===== src/rtl/multiplexor_n_in_arb.sv =====
// N-input registered stream mux with round-robin arbitration and valid/ready handshake.
// Optional MUX_ARB_FORCE_SEL_EN adds force_en_i/force_sel_i to bypass the round-robin grant.
module multiplexor_n_in_arb #(
  parameter int unsigned NB_DATA = 32,
  parameter int unsigned N_IN    = 4,
  localparam int unsigned NB_SEL = $clog2(N_IN)
) (
  input  logic                    clk_i,
  input  logic                    rst_n_i,
  input  logic [N_IN*NB_DATA-1:0] data_i,
  input  logic [N_IN-1:0]         valid_i,
  output logic [N_IN-1:0]         ready_o,
  output logic [NB_DATA-1:0]      data_o,
  output logic                    valid_o,
  input  logic                    ready_i,
  output logic [NB_SEL-1:0]       sel_o
`ifdef MUX_ARB_FORCE_SEL_EN
  ,
  input  logic                    force_en_i,
  input  logic [NB_SEL-1:0]       force_sel_i
`endif
);

  localparam int unsigned NB_IDX = NB_SEL + 1;

  logic [NB_DATA-1:0] data_q, data_d;
  logic [NB_SEL-1:0]  sel_q, sel_d;
  logic               valid_q, valid_d;
  logic [NB_SEL-1:0]  rr_ptr_q, rr_ptr_d;

  logic               load_en_c;
  logic               grant_vld_c;
  logic               forced_c;
  logic [NB_SEL-1:0]  grant_idx_c;
  logic [NB_DATA-1:0] grant_data_c;

  assign load_en_c = !valid_q || ready_i;

  // Round-robin search starting at rr_ptr; forced selection overrides when enabled.
  always_comb begin
    logic [NB_IDX-1:0] cand;
    grant_vld_c = 1'b0;
    grant_idx_c = '0;
    forced_c    = 1'b0;
    cand        = '0;
    for (int unsigned i = 0; i < N_IN; i++) begin
      cand = {1'b0, rr_ptr_q} + NB_IDX'(i);
      if (cand >= NB_IDX'(N_IN)) begin
        cand = cand - NB_IDX'(N_IN);
      end
      if (!grant_vld_c && valid_i[cand[NB_SEL-1:0]]) begin
        grant_vld_c = 1'b1;
        grant_idx_c = cand[NB_SEL-1:0];
      end
    end
`ifdef MUX_ARB_FORCE_SEL_EN
    if (force_en_i) begin
      logic [NB_SEL-1:0] fsel;
      // Out-of-range selects fall back to channel 0, like the legacy mux.
      fsel        = (32'(force_sel_i) >= N_IN) ? '0 : force_sel_i;
      forced_c    = 1'b1;
      grant_idx_c = fsel;
      grant_vld_c = valid_i[fsel];
    end
`endif
  end

  // Data slice of the granted channel, decoded with constant part-selects.
  always_comb begin
    grant_data_c = '0;
    for (int unsigned k = 0; k < N_IN; k++) begin
      if (grant_idx_c == NB_SEL'(k)) begin
        grant_data_c = data_i[k*NB_DATA +: NB_DATA];
      end
    end
  end

  always_comb begin
    ready_o = '0;
    if (rst_n_i && load_en_c && grant_vld_c) begin
      ready_o = N_IN'(1) << grant_idx_c;
    end
  end

  // Next-state for the output register and arbitration pointer.
  always_comb begin
    data_d   = data_q;
    sel_d    = sel_q;
    valid_d  = valid_q;
    rr_ptr_d = rr_ptr_q;
    if (load_en_c && grant_vld_c) begin
      data_d  = grant_data_c;
      sel_d   = grant_idx_c;
      valid_d = 1'b1;
      if (!forced_c) begin
        rr_ptr_d = (grant_idx_c == NB_SEL'(N_IN - 1)) ? '0 : grant_idx_c + NB_SEL'(1);
      end
    end else if (valid_q && ready_i) begin
      valid_d = 1'b0;
    end
  end

  always_ff @(posedge clk_i or negedge rst_n_i) begin
    if (!rst_n_i) begin
      data_q   <= '0;
      sel_q    <= '0;
      valid_q  <= 1'b0;
      rr_ptr_q <= '0;
    end else begin
      data_q   <= data_d;
      sel_q    <= sel_d;
      valid_q  <= valid_d;
      rr_ptr_q <= rr_ptr_d;
    end
  end

  assign data_o  = data_q;
  assign sel_o   = sel_q;
  assign valid_o = valid_q;

endmodule

===== config.mk =====
export PLATFORM = sky130hd
export DESIGN_NAME = multiplexor_n_in_arb
export DESIGN_NICKNAME = d
export VERILOG_FILES = /design/src/rtl/multiplexor_n_in_arb.sv
export SDC_FILE = /design/constraint.sdc
export NUM_CORES = 1
export LEC_CHECK = 0
export CAP_MARGIN = 10
export CORE_MARGIN = 3
export CORE_UTILIZATION = 34
export DETAILED_ROUTE_END_ITERATION = 6
export GPL_TIMING_DRIVEN = 0
export HOLD_SLACK_MARGIN = 0.06
export PLACE_DENSITY = 0.79
export SLEW_MARGIN = 10
export SYNTH_ARGS = -nofsm -noshare
export SYNTH_HDL_FRONTEND = slang
export SYNTH_SLANG_ARGS = --single-unit

===== constraint.sdc =====
create_clock -name clk_i -period 2.6 [get_ports clk_i]
set_clock_uncertainty 0.1 [all_clocks]
set_input_delay 0.26 -clock clk_i [delete_from_list [all_inputs] [get_ports clk_i]]
set_output_delay 0.26 -clock clk_i [all_outputs]
set_load 0.01 [all_outputs]

==> results by group, run 1 <==
Timing
  • Rel. slew slack: 40.6%
  • Max-slew violations: 0
  • RSZ-0062 raised after global routing: true
  • # setup viols final: 0
  • Minimum clock period after layout: 2.60 ns
  • Highest achievable clock rate: 385 MHz
  • Final Hold Fails: 0
  • Slew @ Worst Pin: 0.888 ns
  • Fin crit share: 99.8%

Yosys
  • Syn Inst Count: 335
  • Syn_area_per_cell: 8.58 um^2
  • Ys flop type: dfrtp_1
  • Synth cell types: 32
  • Mapped cell area: 0.00287 mm^2
  • Seq/Total Area, Yosys: 32.2%
  • Post-synth EDFFs: 0
  • Syn Nets: 474
  • Asr flop ratio synth: 100%
  • Ys Warns: 0
  • Seq cells post-synth: 37

GRT
  • Gr ovfl total: 0
  • Overall Global Routing Usage: 23.7%
  • Number of global-route vias before repair: 3680
  • First-pass GRT wire length: 18700 um
  • Initial antenna violation count: 0
  • Pin count of the biggest net entering global routing: 25

Setup path
  • Reg2Reg Setup Slack: 0.03 ns
  • Crit path largest cell delay: 0.45 ns
  • CP Depth: 8
  • Kind of critical path: reg -> out
  • CP bufs+invs: 3
  • Startpoint types: flop
  • CP Data Required Time: 2.24 ns
  • Top cell family by delay on the critical path: simple AND/OR/NAND/NOR gates
  • RR Startpoint: rr_ptr_q[0]$_DFFE_PN0P_
  • Cell Chain, Critical Path: nor2b_4 -> o21a_4 -> or4_4 -> buf_6 -> ha_4 -> buf_6 -> and3_4 -> buf_6
  • Crit-path most repeated cell: buf_6
  • Worst-case reg-to-reg path depth: 9
  • Worst setup endpoint: ready_o[0]
  • Worst R2R End: data_o[24]$_DFFE_PN0P_
  • Worst setup EP type: output port
  • Critical Path AT: 2.24 ns
  • Critical path origin: rr_ptr_q[1]$_DFFE_PN0P_
  • Critical path's slowest cell: or4_4
  • CP max FO: 5

CTS
  • Clk buf depth: 2
  • CTS sink count: 37
  • CTS tree: yes
  • H-tree depth: 2
  • Skew-Pair Late Insertion Delay: 0.28 ns
  • CTS Buf Count: 5
  • Root buffer cell: clkbuf_8
  • CTS clk-pin slew, worst paths: 0.08 ns

Floorplanning
  • Num rows: 32
  • Starting Density: 36.1%
  • Die footprint: 0.00959 mm^2
  • I/O Pins: 174
  • Die width: 97.9 um
  • Core area: 0.00797 mm^2
  • Die Ht: 97.9 um

Place
  • GP Congestion: 0.819
  • Post-DP HPWL: 8360 um
  • # port buffers: 173
  • Placed inst area: 0.00475 mm^2

Final layout
  • Most frequent cells in the layout: clkdlybuf4s50_1, nand2_1, dfrtp_1
  • Antenna diode count: 0
  • Most common cell after layout, fill and taps aside: clkdlybuf4s50_1
  • Filler cells: 648
  • Nets: 671
  • Synthesis-to-finish area growth: 85.1%
  • Fraction of layout cells with a size suffix above 1: 21.6%
  • Final instance area: 0.00532 mm^2

Drt
  • Vias per inst: 5.39
  • Average wire per standard cell: 18.2 um
  • WL final: 11600 um
  • Drt first pass iters: 4
  • Drt drc: 0
  • 1st-iter DRT viols: 139
  • Vias after detailed routing: 3423
  • DRT antenna net count: 0

Power
  • Total power: 4.59 mW
  • Leak: 2.11 nW
  • Pwr per Cell Area: 864 mW/mm^2
  • Max VDD drop: 0.378 mV

Run status
  • Status: finished clean

Min path
  • Hold WC Path Type: in -> async

Job
  • Max_cap viols: 0
-- repair_timing --
| item | CTS | global route |
|---|---|---|
| hold buffers | 1 | 0 |
| hold endpoints to repair | 17 | 0 |
| buffers inserted | 17 | 1 |
| gates resized for setup | 80 | 26 |
| pin swaps | 14 | 22 |
| endpoints found under the setup margin | 36 | 36 |
| cloned | 1 | 1 |
-- registers in the layout (all words and copies together) (netlist names) --
register,cells
sel_o,2
valid_o,1
rr_ptr_q,2
data_o,32
-- per-stage QoR --
| stage | hold slack [ns] | utilization (%) | TNS (ns) | instances | worst slack (ns) |
|---|---|---|---|---|---|
| after floorplan | -0.136 | - | 0 | 335 | 0.201 |
| after global placement | 0.418 | 59.4 | -19.14 | 610 | -1.13 |
| final | 0.361 | 66.7 | 0 | 635 | 0.00390 |
| after detailed placement | 0.137 | 59.7 | -22.58 | 611 | -1.20 |
| after global routing | 0.396 | 66.7 | -0.454 | 635 | -0.0557 |
| after CTS | 0.366 | 65.9 | -0.684 | 636 | -0.113 |
-- kinds of logic after synthesis --
logic type / Yosys count / synth area share [%]
flip-flops: 37 / 32.2
buffers and inverters: 68 / 12.2
adder cells (fa/ha/maj): 4 / 1.74
multiplexers: 1 / 0.392
AO/OA/AOI/OAI: 138 / 35.8
AND/OR/NAND/NOR: 87 / 17.6
-- worst min-delay path by stage --
stage,start,slack [ns],depth (start not counted),endpoint
floorplan,rst_n_i,-0.14,0,data_o[0]$_DFFE_PN0P_
finish,rst_n_i,0.36,2,data_o[19]$_DFFE_PN0P_
CTS,rst_n_i,0.37,2,data_o[17]$_DFFE_PN0P_
global route,rst_n_i,0.40,2,data_o[17]$_DFFE_PN0P_
global placement,sel_o[0]$_DFFE_PN0P_,0.42,2,sel_o[0]$_DFFE_PN0P_
detailed placement,rst_n_i,0.14,1,data_o[17]$_DFFE_PN0P_
-- report_power, final --
part	internal (mW)	total (mW)	leakage [nW]	switching, mW
sequential	0.833	1.03	0.425	0.192
clock	0.313	0.524	0.0585	0.211
combinational	1.71	3.04	1.62	1.34
-- metal layers --
metal	vias to the layer above	part of all wire [%]	wire length [um]	GRT usage, %
li1	1627	-	-	-
met1	1626	40	4610	29.5
met2	155	51	5880	42.3
met3	15	8.0	923	4.79
met4	0	1.4	161	5.32
met5	-	0	0	0
-- worst reg2reg max path, stage by stage (launching register included) --
cell	delay, ns
dfrtp_2	0.46
and2_4	0.18
a22o_4	0.23
or3_4	0.39
ha_4	0.18
buf_8	0.14
buf_8	0.13
nand3b_1	0.16
a221o_1	0.35
a31oi_2	0.19
-- synthesized netlist by cell type (11+ instances only) --
| master | count | area [um^2] |
|---|---|---|
| dfrtp_1 | 37 | 926 |
| a21oi_1 | 35 | 175 |
| nand2_1 | 35 | 131 |
| a221o_1 | 32 | 320 |
| a31oi_1 | 32 | 200 |
| inv_1 | 32 | 120 |
| nand3b_1 | 32 | 240 |
| a21oi_2 | 30 | 263 |
| clkbuf_1 | 17 | 63.8 |
| buf_2 | 11 | 55.1 |
-- area by class of cell --
| cell class | instances | area (um^2) | share of cell area (%) |
|---|---|---|---|
| timing repair buffer | 195 | 1980 | 37.2 |
| buffer | 31 | 312 | 5.86 |
| clock inverter | 1 | 30.0 | 0.565 |
| clock buffer | 7 | 86.3 | 1.62 |
| multi-input combinational | 230 | 1730 | 32.6 |
| sequential | 37 | 928 | 17.5 |
| tap | 102 | 128 | 2.40 |
| inverter | 32 | 120 | 2.26 |
(Power assumes the default switching activity.)
==> inputs of run 2 (changes only) <==
SETUP_SLACK_MARGIN = 0.1   (was default)
==> run 2 against run 1 <==
Net effect: the run now ends with setup timing left; hold slack better by 0.00095 ns; final cell count up 0.94%; flip-flop and latch count unchanged; sequential share of layout area down 0.36 points; power up 2.5%; via count up 2.5%; sequential power about the same; core utilization up 1.4 points; non-clock buffer count up 6; global-route usage up 0.30 points; critical endpoint is now ready_o[2]; critical path depth unchanged; fmax down 1.7%; largest power group unchanged.
==> results by group, run 2 (synthesis results as in run 1) <==
CTS
  • Root buffer cell: clkbuf_8
  • CTS sink count: 37
  • CTS tree: yes
  • Skew-Pair Late Insertion Delay: 0.28 ns
  • CTS clk-pin slew, worst paths: 0.08 ns
  • CTS Buf Count: 5
  • Clk buf depth: 2
  • H-tree depth: 2

Timing
  • Fin crit share: 102%
  • # setup viols final: 1
  • Final Hold Fails: 0
  • RSZ-0062 raised after global routing: true
  • Final setup TNS: -0.0413 ns
  • Highest achievable clock rate: 379 MHz
  • Setup ws final: -0.0413 ns
  • Hold slack final: 0.362 ns
  • Minimum clock period after layout: 2.64 ns
  • Max-slew violations: 0
  • Rel. slew slack: 43.2%
  • Slew @ Worst Pin: 0.850 ns

Drt
  • 1st-iter DRT viols: 153
  • Drt first pass iters: 4
  • Drt drc: 0
  • Average wire per standard cell: 18.3 um
  • Vias per inst: 5.47
  • Vias after detailed routing: 3508
  • DRT antenna net count: 0
  • WL final: 11700 um

Setup path
  • Worst setup EP type: output port
  • Startpoint types: flop
  • Cell Chain, Critical Path: nor2b_4 -> o21a_4 -> or4_4 -> ha_4 -> buf_8 -> clkbuf_16 -> and3_1 -> buf_2
  • Critical Path AT: 2.28 ns
  • CP max FO: 5
  • Critical path's slowest cell: or4_4
  • Crit path largest cell delay: 0.46 ns
  • CP Data Required Time: 2.24 ns
  • Kind of critical path: reg -> out

Run status
  • Status: finished with violations
  • Failing checks: setup timing

Power
  • Clk pwr share: 11.2%
  • NetSw: 1.78 mW
  • Combinational share of power: 67.1%
  • Flop pwr share: 21.7%
  • Pwr per Cell Area: 867 mW/mm^2
  • Max VDD drop: 0.424 mV
  • Leak: 2.15 nW
  • Cell internal pwr: 2.92 mW
  • Sw Ratio: 37.9%

GRT
  • Initial antenna violation count: 0
  • First-pass GRT wire length: 18900 um
  • Gr ovfl total: 0
  • Pin count of the biggest net entering global routing: 25
  • Number of global-route vias before repair: 3705
  • Overall Global Routing Usage: 24.0%

Place
  • GP Congestion: 0.819
  • Placed inst area: 0.00475 mm^2
  • Pre-CTS WS: -1.20 ns
  • # port buffers: 173
  • Post-DP HPWL: 8360 um

Final layout
  • Largest register FFs: 32
  • Fin util: 68.1%
  • Antenna diode count: 0
  • Most frequent cells in the layout: clkdlybuf4s50_1, a21oi_2, nand2_1, dfrtp_1
  • Synthesis-to-finish area growth: 88.9%
  • Fraction of layout cells with a size suffix above 1: 23.4%
  • Most common cell after layout, fill and taps aside: clkdlybuf4s50_1
  • Final instance area: 0.00543 mm^2
  • Nets: 677

Floorplanning
  • Die width: 97.9 um
  • I/O Pins: 174
  • Starting Density: 36.1%
  • Die Ht: 97.9 um
  • Die footprint: 0.00959 mm^2
  • Core area: 0.00797 mm^2
  • Num rows: 32

Min path
  • Hold WC Path Type: in -> async

Job
  • Max_cap viols: 0
## run 2: changes by cell type in the layout (fill, tap and decap cells not counted), sizes merged
cell    previous run  this run
clkbuf            20        22
buf               43        48
bufbuf             1         0
## run 2: path summary, 6_finish.rpt
path / cells after the start / slack, ns / startpoint / endpoint
max: 8 / -0.04 / rr_ptr_q[1]$_DFFE_PN0P_ / ready_o[2]
min: 2 / 0.36 / rst_n_i / data_o[19]$_DFFE_PN0P_
max reg2reg: 10 / 0 / rr_ptr_q[0]$_DFFE_PN0P_ / data_o[6]$_DFFE_PN0P_
min reg2reg: 2 / 0.44 / sel_o[0]$_DFFE_PN0P_ / sel_o[0]$_DFFE_PN0P_
max in group asynchronous: 3 / 1.53 / rst_n_i / rr_ptr_q[0]$_DFFE_PN0P_
min in group clk_i: 3 / 0.43 / data_i[106] / data_o[10]$_DFFE_PN0P_
## run 2: final cells by class
class                           instances  area [um^2]
Clock buffer                            7         86.3
Buffer                                 35          393
Clock inverter                          1         30.0
Timing Repair Buffer                  197         1980
Tap cell                              102          128
Fill cell                             647         2540
Inverter                               32          120
Sequential cell                        37          928
Multi-Input combinational cell        230         1760
## run 2: what timing repair did
item                       in CTS  in global routing
buffers inserted               17                  3
gates resized for setup        98                 18
hold endpoints to repair       17                  0
hold buffers                    1                  0
pin swaps                      22                 19
gates cloned                    2                  0
setup endpoints to repair      36                 36
## run 2: power by group through the flow
stage                     registers, mW  logic, mW  clock network, mW
final                              1.02       3.16              0.527
after global routing               1.06       3.37              0.560
after CTS                          1.02       3.09              0.532
after detailed placement           1.03       2.49                  0
after global placement             1.01       2.43                  0
after floorplan                    1.13       1.25                  0
## run 2: stage by stage
stage | instances | power, mW
3_5_place_dp | 611 | 3.52
4_1_cts | 639 | 4.64
3_3_place_gp | 610 | 3.44
5_1_grt | 641 | 4.99
2_1_floorplan | 335 | 2.38
6_report | 641 | 4.71
## run 2: critical path, delay by kind of cell (launching register included)
family	cells	cell delay [ns]
simple gates	3	0.74
flops	1	0.45
buf+inv	3	0.40
compound gates	1	0.22
fa+ha+maj	1	0.19
## run 2: routing by layer
layer | track usage [%] | vias up | part of all wire [%] | wire length [um]
met3 | 4.86 | 20 | 9.1 | 1070
met4 | 5.96 | 0 | 1.6 | 189
met1 | 29.4 | 1667 | 39 | 4620
met2 | 43.1 | 180 | 50 | 5840
li1 | - | 1641 | - | -
met5 | 0 | - | 0 | 0
==> inputs of run 3 (changes only) <==
RECOVER_POWER = 25   (was default)
==> results of run 3 <==
The final DEF is identical to that of run 2; final timing and power are the same.
